===== src/rtl/cpu_ctrl_fsm.sv =====
// rtl/cpu_ctrl_fsm.sv - multi-cycle RV32I control FSM driving datapath enables and selects
module cpu_ctrl_fsm #(
  parameter int CNT_W = 32
) (
  input  logic             clk,
  input  logic             rst,
  input  logic [6:0]       opcode,
  input  logic [2:0]       funct3,
  input  logic             funct7_5,
  input  logic             zf,
  output logic             pc_write,
  output logic             pc0_write,
  output logic             ir_write,
  output logic             reg_write,
  output logic             mem_write,
  output logic [3:0]       alu_op,
  output logic             rs2_imm_s,
  output logic [1:0]       w_data_s,
  output logic [1:0]       pc_s,
  output logic [3:0]       state,
  output logic             retire,
  output logic             illegal,
  output logic [CNT_W-1:0] instr_cnt
);

  typedef enum logic [3:0] {
    S_IDLE    = 4'd0,
    S_FETCH   = 4'd1,
    S_DECODE  = 4'd2,
    S_EXE_R   = 4'd3,
    S_EXE_I   = 4'd4,
    S_WB_ALU  = 4'd5,
    S_MEM_ADR = 4'd6,
    S_LD_RD   = 4'd7,
    S_LD_WB   = 4'd8,
    S_ST      = 4'd9,
    S_BEQ     = 4'd10,
    S_BR_DEC  = 4'd11,
    S_JAL     = 4'd12,
    S_JALR    = 4'd13,
    S_LUI     = 4'd14,
    S_HALT    = 4'd15
  } state_t;

  localparam logic [6:0] OP_R     = 7'b0110011;
  localparam logic [6:0] OP_I     = 7'b0010011;
  localparam logic [6:0] OP_LOAD  = 7'b0000011;
  localparam logic [6:0] OP_STORE = 7'b0100011;
  localparam logic [6:0] OP_BR    = 7'b1100011;
  localparam logic [6:0] OP_JAL   = 7'b1101111;
  localparam logic [6:0] OP_JALR  = 7'b1100111;
  localparam logic [6:0] OP_LUI   = 7'b0110111;

  localparam logic [3:0] ALU_ADD = 4'b0000;
  localparam logic [3:0] ALU_SUB = 4'b1000;

  state_t     cur, nxt;
  logic [6:0] op_q;
  logic [2:0] f3_q;
  logic       f75_q;
  logic       terminal;

  // Every terminal state hands back to FETCH, so being in one means the instruction retires on this edge.
  always_comb begin
    terminal = 1'b0;
    case (cur)
      S_WB_ALU, S_LD_WB, S_ST, S_BR_DEC, S_JAL, S_JALR, S_LUI: terminal = 1'b1;
      default: terminal = 1'b0;
    endcase
  end

  always_ff @(posedge clk or posedge rst) begin
    if (rst) begin
      cur       <= S_IDLE;
      retire    <= 1'b0;
      illegal   <= 1'b0;
      instr_cnt <= '0;
      op_q      <= '0;
      f3_q      <= '0;
      f75_q     <= 1'b0;
    end else begin
      cur    <= nxt;
      retire <= terminal;
      if (terminal)
        instr_cnt <= instr_cnt + {{(CNT_W-1){1'b0}}, 1'b1};
      if (cur == S_DECODE) begin
        op_q  <= opcode;
        f3_q  <= funct3;
        f75_q <= funct7_5;
        if (nxt == S_HALT)
          illegal <= 1'b1;
      end
    end
  end

  always_comb begin
    nxt       = cur;
    pc_write  = 1'b0;
    pc0_write = 1'b0;
    ir_write  = 1'b0;
    reg_write = 1'b0;
    mem_write = 1'b0;
    alu_op    = ALU_ADD;
    rs2_imm_s = 1'b0;
    w_data_s  = 2'b00;
    pc_s      = 2'b00;
    case (cur)
      S_IDLE: nxt = S_FETCH;
      S_FETCH: begin
        ir_write  = 1'b1;
        pc_write  = 1'b1;
        pc0_write = 1'b1;
        nxt       = S_DECODE;
      end
      S_DECODE: begin
        case (opcode)
          OP_R:              nxt = S_EXE_R;
          OP_I:              nxt = S_EXE_I;
          OP_LOAD, OP_STORE: nxt = S_MEM_ADR;
          OP_BR:             nxt = S_BEQ;
          OP_JAL:            nxt = S_JAL;
          OP_JALR:           nxt = S_JALR;
          OP_LUI:            nxt = S_LUI;
          default:           nxt = S_HALT;
        endcase
      end
      S_EXE_R: begin
        alu_op = {f75_q, f3_q};
        nxt    = S_WB_ALU;
      end
      S_EXE_I: begin
        // Only SRAI carries the arithmetic bit; for other I-types IR[30] is immediate data.
        rs2_imm_s = 1'b1;
        alu_op    = {f75_q & (f3_q == 3'b101), f3_q};
        nxt       = S_WB_ALU;
      end
      S_WB_ALU: begin
        reg_write = 1'b1;
        nxt       = S_FETCH;
      end
      S_MEM_ADR: begin
        rs2_imm_s = 1'b1;
        nxt       = (op_q == OP_STORE) ? S_ST : S_LD_RD;
      end
      S_LD_RD: nxt = S_LD_WB;
      S_LD_WB: begin
        reg_write = 1'b1;
        w_data_s  = 2'b10;
        nxt       = S_FETCH;
      end
      S_ST: begin
        mem_write = 1'b1;
        nxt       = S_FETCH;
      end
      S_BEQ: begin
        alu_op = ALU_SUB;
        nxt    = S_BR_DEC;
      end
      S_BR_DEC: begin
        pc_write = zf;
        pc_s     = zf ? 2'b01 : 2'b00;
        nxt      = S_FETCH;
      end
      S_JAL: begin
        reg_write = 1'b1;
        w_data_s  = 2'b11;
        pc_write  = 1'b1;
        pc_s      = 2'b01;
        nxt       = S_FETCH;
      end
      S_JALR: begin
        rs2_imm_s = 1'b1;
        reg_write = 1'b1;
        w_data_s  = 2'b11;
        pc_write  = 1'b1;
        pc_s      = 2'b10;
        nxt       = S_FETCH;
      end
      S_LUI: begin
        reg_write = 1'b1;
        w_data_s  = 2'b01;
        nxt       = S_FETCH;
      end
      S_HALT: nxt = S_HALT;
      default: nxt = S_IDLE;
    endcase
  end

  assign state = cur;

endmodule

===== config.mk =====
export PLATFORM = sky130hd
export DESIGN_NAME = cpu_ctrl_fsm
export DESIGN_NICKNAME = d
export VERILOG_FILES = /design/src/rtl/cpu_ctrl_fsm.sv
export SDC_FILE = /design/constraint.sdc
export NUM_CORES = 1
export LEC_CHECK = 0
export CAP_MARGIN = 5
export CELL_PAD_IN_SITES_DETAIL_PLACEMENT = 0
export CELL_PAD_IN_SITES_GLOBAL_PLACEMENT = 1
export CORE_ASPECT_RATIO = 0.6
export CORE_MARGIN = 10
export CORE_UTILIZATION = 40
export DETAILED_ROUTE_END_ITERATION = 16
export PLACE_DENSITY = 0.91
export SYNTH_ARGS = -nofsm -noshare
export SYNTH_HDL_FRONTEND = slang
export SYNTH_SLANG_ARGS = --single-unit

===== constraint.sdc =====
create_clock -name clk -period 2.6 [get_ports clk]
set_input_delay 0.52 -clock clk [delete_from_list [all_inputs] [get_ports clk]]
set_output_delay 0.52 -clock clk [all_outputs]
set_load 0.01 [all_outputs]

After elaboration in Yosys (flattened, before gate mapping). Index checks and enable logic that the tools add are counted. W data, S select, Z words.

Register bits after elaboration: 49. Bits in latches: 0. RAM bits: 0. ROM bits: 0. Bits of input ports: 14. Output and inout bits: 52. Word-level logic and storage cells: 58. Memories: 0.

Add/sub/neg operators: 1. Multiply operators: 0. Div/mod/pow operators: 0. $lt $le $gt $ge: 0. Equal/unequal tests: 26. Shifts and indexed selects: 0. Multiplexer cells: 13. Bitwise operators: 1. Reduce and logical (&&, ||, !) cells: 10.

Operators with widths (number): $eq A4 B4 Y1 const B (9); $add A32 B1 Y32 const B (1); $pmux W4 S8 (1); $eq A7 B6 Y1 const B (4); $pmux W4 S7 (1); $eq A7 B7 Y1 const B (3); $eq A4 B3 Y1 const B (4); $pmux W2 S3 (2); $pmux W4 S3 (1); $eq A4 B2 Y1 const B (2); $reduce_or A8 Y1 (1); $eq A7 B2 Y1 const B (1); $eq A7 B5 Y1 const B (1); $reduce_or A7 Y1 (1); $mux W1 (6); $reduce_or A2 Y1 (3); $reduce_or A3 Y1 (2); $reduce_or A5 Y1 (1); $eq A4 B1 Y1 const B (1); $logic_not A4 Y1 (1); $mux W4 (1); $eq A3 B3 Y1 const B (1); $pmux W1 S2 (1); $reduce_and A2 Y1 (1); $and A1 B1 Y1 (1).

Logic depth before layout (Yosys ltp).
Word-level depth: 6. Mapped depth: 7. Mapped depth without buffers: 6.

Worst setup path after synthesis. OpenSTA, ideal clock, no wires.

Path type: register -> output. From: reg cur[1] (netlist: state[1]). To: out alu_op[3]. Arrival time: 1386 ps. Data required time: 2080 ps. Slack: 694 ps. Cell stages (with the launch flop): 6. Buffers on the path: 2. Cell sequence: dfrtp_1 -> clkbuf_8 -> clkbuf_1 -> nor4_1 -> a21oi_1 -> o21ai_0.

Longest elaborated chain between the ends: 2. Elaborated cells between the ends (all ways): 4. Those cells by class: eq/ne: 3; mux: 1.

RTL lines: start: declaration (line 57) `state_t cur, nxt;`; start signal: assignment (line 82) `cur <= nxt;`; $eq A4 B4 Y1 (tied with other cells) (line 107) `case (cur)`; $pmux W4 S3 * (line 107); end: declaration (line 16) `output logic [3:0] alu_op,`.

Mark *: on every way between the ends. The rest lies on a longest branch, timed or not.

Worst setup path after layout.
From: reg cur[2] (netlist: state[2]). To: out alu_op[1].

The elaborated chain is that of the path after synthesis.

==> reports/metrics.csv <==
metric,value,unit
status,"complete, no violations",
vias in the first global route,1987,
DP HPWL,4.825,mm
final-report hold violation count,0,
initial DRC count,108,
register cell area after layout,1229,sq um
Ys Warns,0,
crit share post-route,0.9491,
Mapped Cells,237,
Worst EP required,2.08,ns
gpl congestion,0.7718,
Core Box Area,6166,sq um
pwr dens,870.1,nW/um^2
initial antenna violation count,0,
gr usage total,0.1279,
syn avg cell area,10.80,sq um
CP startpoint,state[2]$_DFF_PP0_,
R2R depth,6,
worst flop-to-flop path startpoint,state[3]$_DFF_PP0_,
Relative slew margins,0.6634,
clk buf depth,2,
Yosys reg bits,49,
std cell rows,22,
Leak,0.001396,uW
DRT Pass-1 Iters,4,
Clock Power Share,0.187,
"CTS clk-pin slew, worst paths",0.09,ns
Initial Utilization,0.4152,
"count leader, synth",dfrtp_1,
multi-input logic area,1239,sq um
Synth area leader,dfrtp_1,
clock skew,0.008662,ns
worst slew pin tran,0.5050,ns
Vias,2018,
placed inst area,3308,sq um
Sw Share,0.3501,
Final Max Slew Viols,0,
combinational fraction of design power,0.439,
unrepaired setup endpoints after global routing,true,
Clock Latency Late Sink,0.29,ns
chip width,123.3,microns
Syn Nets,252,
grt ovf,0,
fill count,554,
"Async S/R FF share, synth",1.000,
ys flop type,dfrtp_1,
fraction of layout cells with a size suffix above 1,0.1419,
R2R Setup Slk,0.56,ns
input/output buffers,65,
part of the power in registers,0.375,
CP Capture Point,alu_op[1],
Synth area leaders,"dfrtp_1 48%, xnor2_1 8.6%, mux2_2 5.3%",
# DRC,0,
"Distinct cells, synth",49,
TritonCTS clock tree,yes,
Final ANT Viol Nets,0,
hold crit path type,reg -> reg,
Die Area,10100,sq um
share of the synthesized area in the top cell type,0.4790,
number of vias per cell,5.122,
number of synthesized flops with an enable pin,0,
Int Power,1948,uW
nets,324,
Peak VDD IR,469.0,uV
Antenna Cells,0,
Fmax,405.2,MHz
largest net degree at the start of global routing,50,
Die Y,81.97,microns
CTS H-tree depth,2,
io pins,66,
Tot Pwr,2997,uW
Period minus WS final,2.468,ns
Mapped Area,2560,sq um
Sw Pwr,1049,uW
final setup fails,0,
crit end category,primary output,
clock sink count,49,
crit start category,flop,
fin area,3445,sq um
Crit Path Class,reg -> out,
CP arrival,1.95,ns
Critical Path Fanout Max,7,
Num CTS Buffers,5,
Layout Utilization,0.5586,
sequential element share of the synthesized area,0.4790,
reg2reg end,instr_cnt[30]$_DFFE_PP0P_,
maximum capacitance violations,0,
total wire length,6.294,mm
Area Growth Syn to Fin,34.56,%
WL/cell,15.97,microns
global-route wire length before repair,10.45,mm
Root Buffer Master,clkbuf_8,
top post-synthesis cells by count,"49 x dfrtp_1, 25 x xnor2_1, 18 x nand2_1",
==> sequential cells by signal, summed over array words and instances (netlist names) <==
signal and cells:
retire 1, state 4, f75_q 1, illegal 1, f3_q 3, instr_cnt 32, op_q 7
==> worst max-delay path, stage by stage, from the launching register on <==
cell	delay, ns
dfrtp_2	0.47
and2b_2	0.25
a21oi_1	0.07
nor2_2	0.17
and2_1	0.17
clkdlybuf4s50_1	0.54
==> cell type report <==
cell class,count,share of cell area
Clock buffer,7,0.02506
Clock inverter,1,0.008718
Inverter,2,0.002179
Multi-Input combinational cell,175,0.3596
Sequential cell,49,0.3567
Tap cell,84,0.03051
Timing Repair Buffer,76,0.2172
==> per-stage QoR <==
stage	hold WS, ns	TNS [ns]	worst slack, ns	cells
final	0.4724	0	0.1323	394
after global routing	0.5077	-0.05195	-0.02911	394
after CTS	0.4799	0	0.004099	394
after detailed placement	0.4662	0	0.1170	386
after global placement	0.4596	0	0.1562	386
after floorplan	0.4723	0	0.6936	237
==> power groups by stage <==
stage | clock network (uW) | registers [uW] | logic [uW]
finish | 560 | 1120 | 1310
global route | 617 | 1160 | 1440
CTS | 580 | 1120 | 1320
detailed placement | 0 | 1130 | 1310
global placement | 0 | 1120 | 1300
floorplan | 0 | 1100 | 842
==> worst min-delay path by stage <==
stage | slack (ns) | to | cells after the start | start
2_1_floorplan | 0.47 | op_q[5]$_DFFE_PP0P_ | 1 | op_q[5]$_DFFE_PP0P_
3_3_place_gp | 0.46 | instr_cnt[31]$_DFFE_PP0P_ | 1 | instr_cnt[31]$_DFFE_PP0P_
3_5_place_dp | 0.47 | instr_cnt[31]$_DFFE_PP0P_ | 1 | instr_cnt[31]$_DFFE_PP0P_
4_1_cts | 0.48 | instr_cnt[31]$_DFFE_PP0P_ | 1 | instr_cnt[31]$_DFFE_PP0P_
5_1_grt | 0.51 | instr_cnt[31]$_DFFE_PP0P_ | 1 | instr_cnt[31]$_DFFE_PP0P_
6_report | 0.47 | instr_cnt[31]$_DFFE_PP0P_ | 1 | instr_cnt[31]$_DFFE_PP0P_
==> logic make-up after synthesis <==
kind of cell | share of synthesized area
simple gates | 0.2199
flops | 0.4790
xor+xnor | 0.1158
compound gates | 0.07674
mux | 0.06061
buf+inv | 0.04301
fa+ha+maj | 0.004887
==> per-layer routing <==
metal / up-vias / track usage / wire (microns)
met3: 2 / 0.04452 / 626
met1: 967 / 0.1886 / 3114
li1: 979 / - / -
met4: 0 / 0.03125 / 41
met2: 70 / 0.1721 / 2511
met5: - / 0 / 0
==> layout by cell type (no fill, tap or decap), drive strengths merged, types with 2 or more instances in the layout <==
cell type,netlist,routed
nand2,18,18
buf,5,11
nand4,11,11
a21oi,7,7
nand4b,2,2
and3,3,3
a211oi,3,3
clkbuf,6,7
nand2b,4,4
o21ai,4,4
nor2,17,17
nor3b,3,3
nor2b,3,3
xor2,7,7
and4,3,3
clkdlybuf4s50,0,64
nor4,2,2
nor4b,2,2
dfrtp,49,49
mux2i,2,2
mux2,12,12
nor3,4,4
a21boi,2,2
nand3,17,17
xnor2,26,26
and2,7,7
inv,2,2
==> what timing repair did <==
action,4_1_cts,5_1_grt
resized for setup,2,6
endpoints found under the setup margin,5,8
hold buffers,0,0
buffers inserted,0,0
gates cloned,0,0
Power figures use the tool's default switching activity.
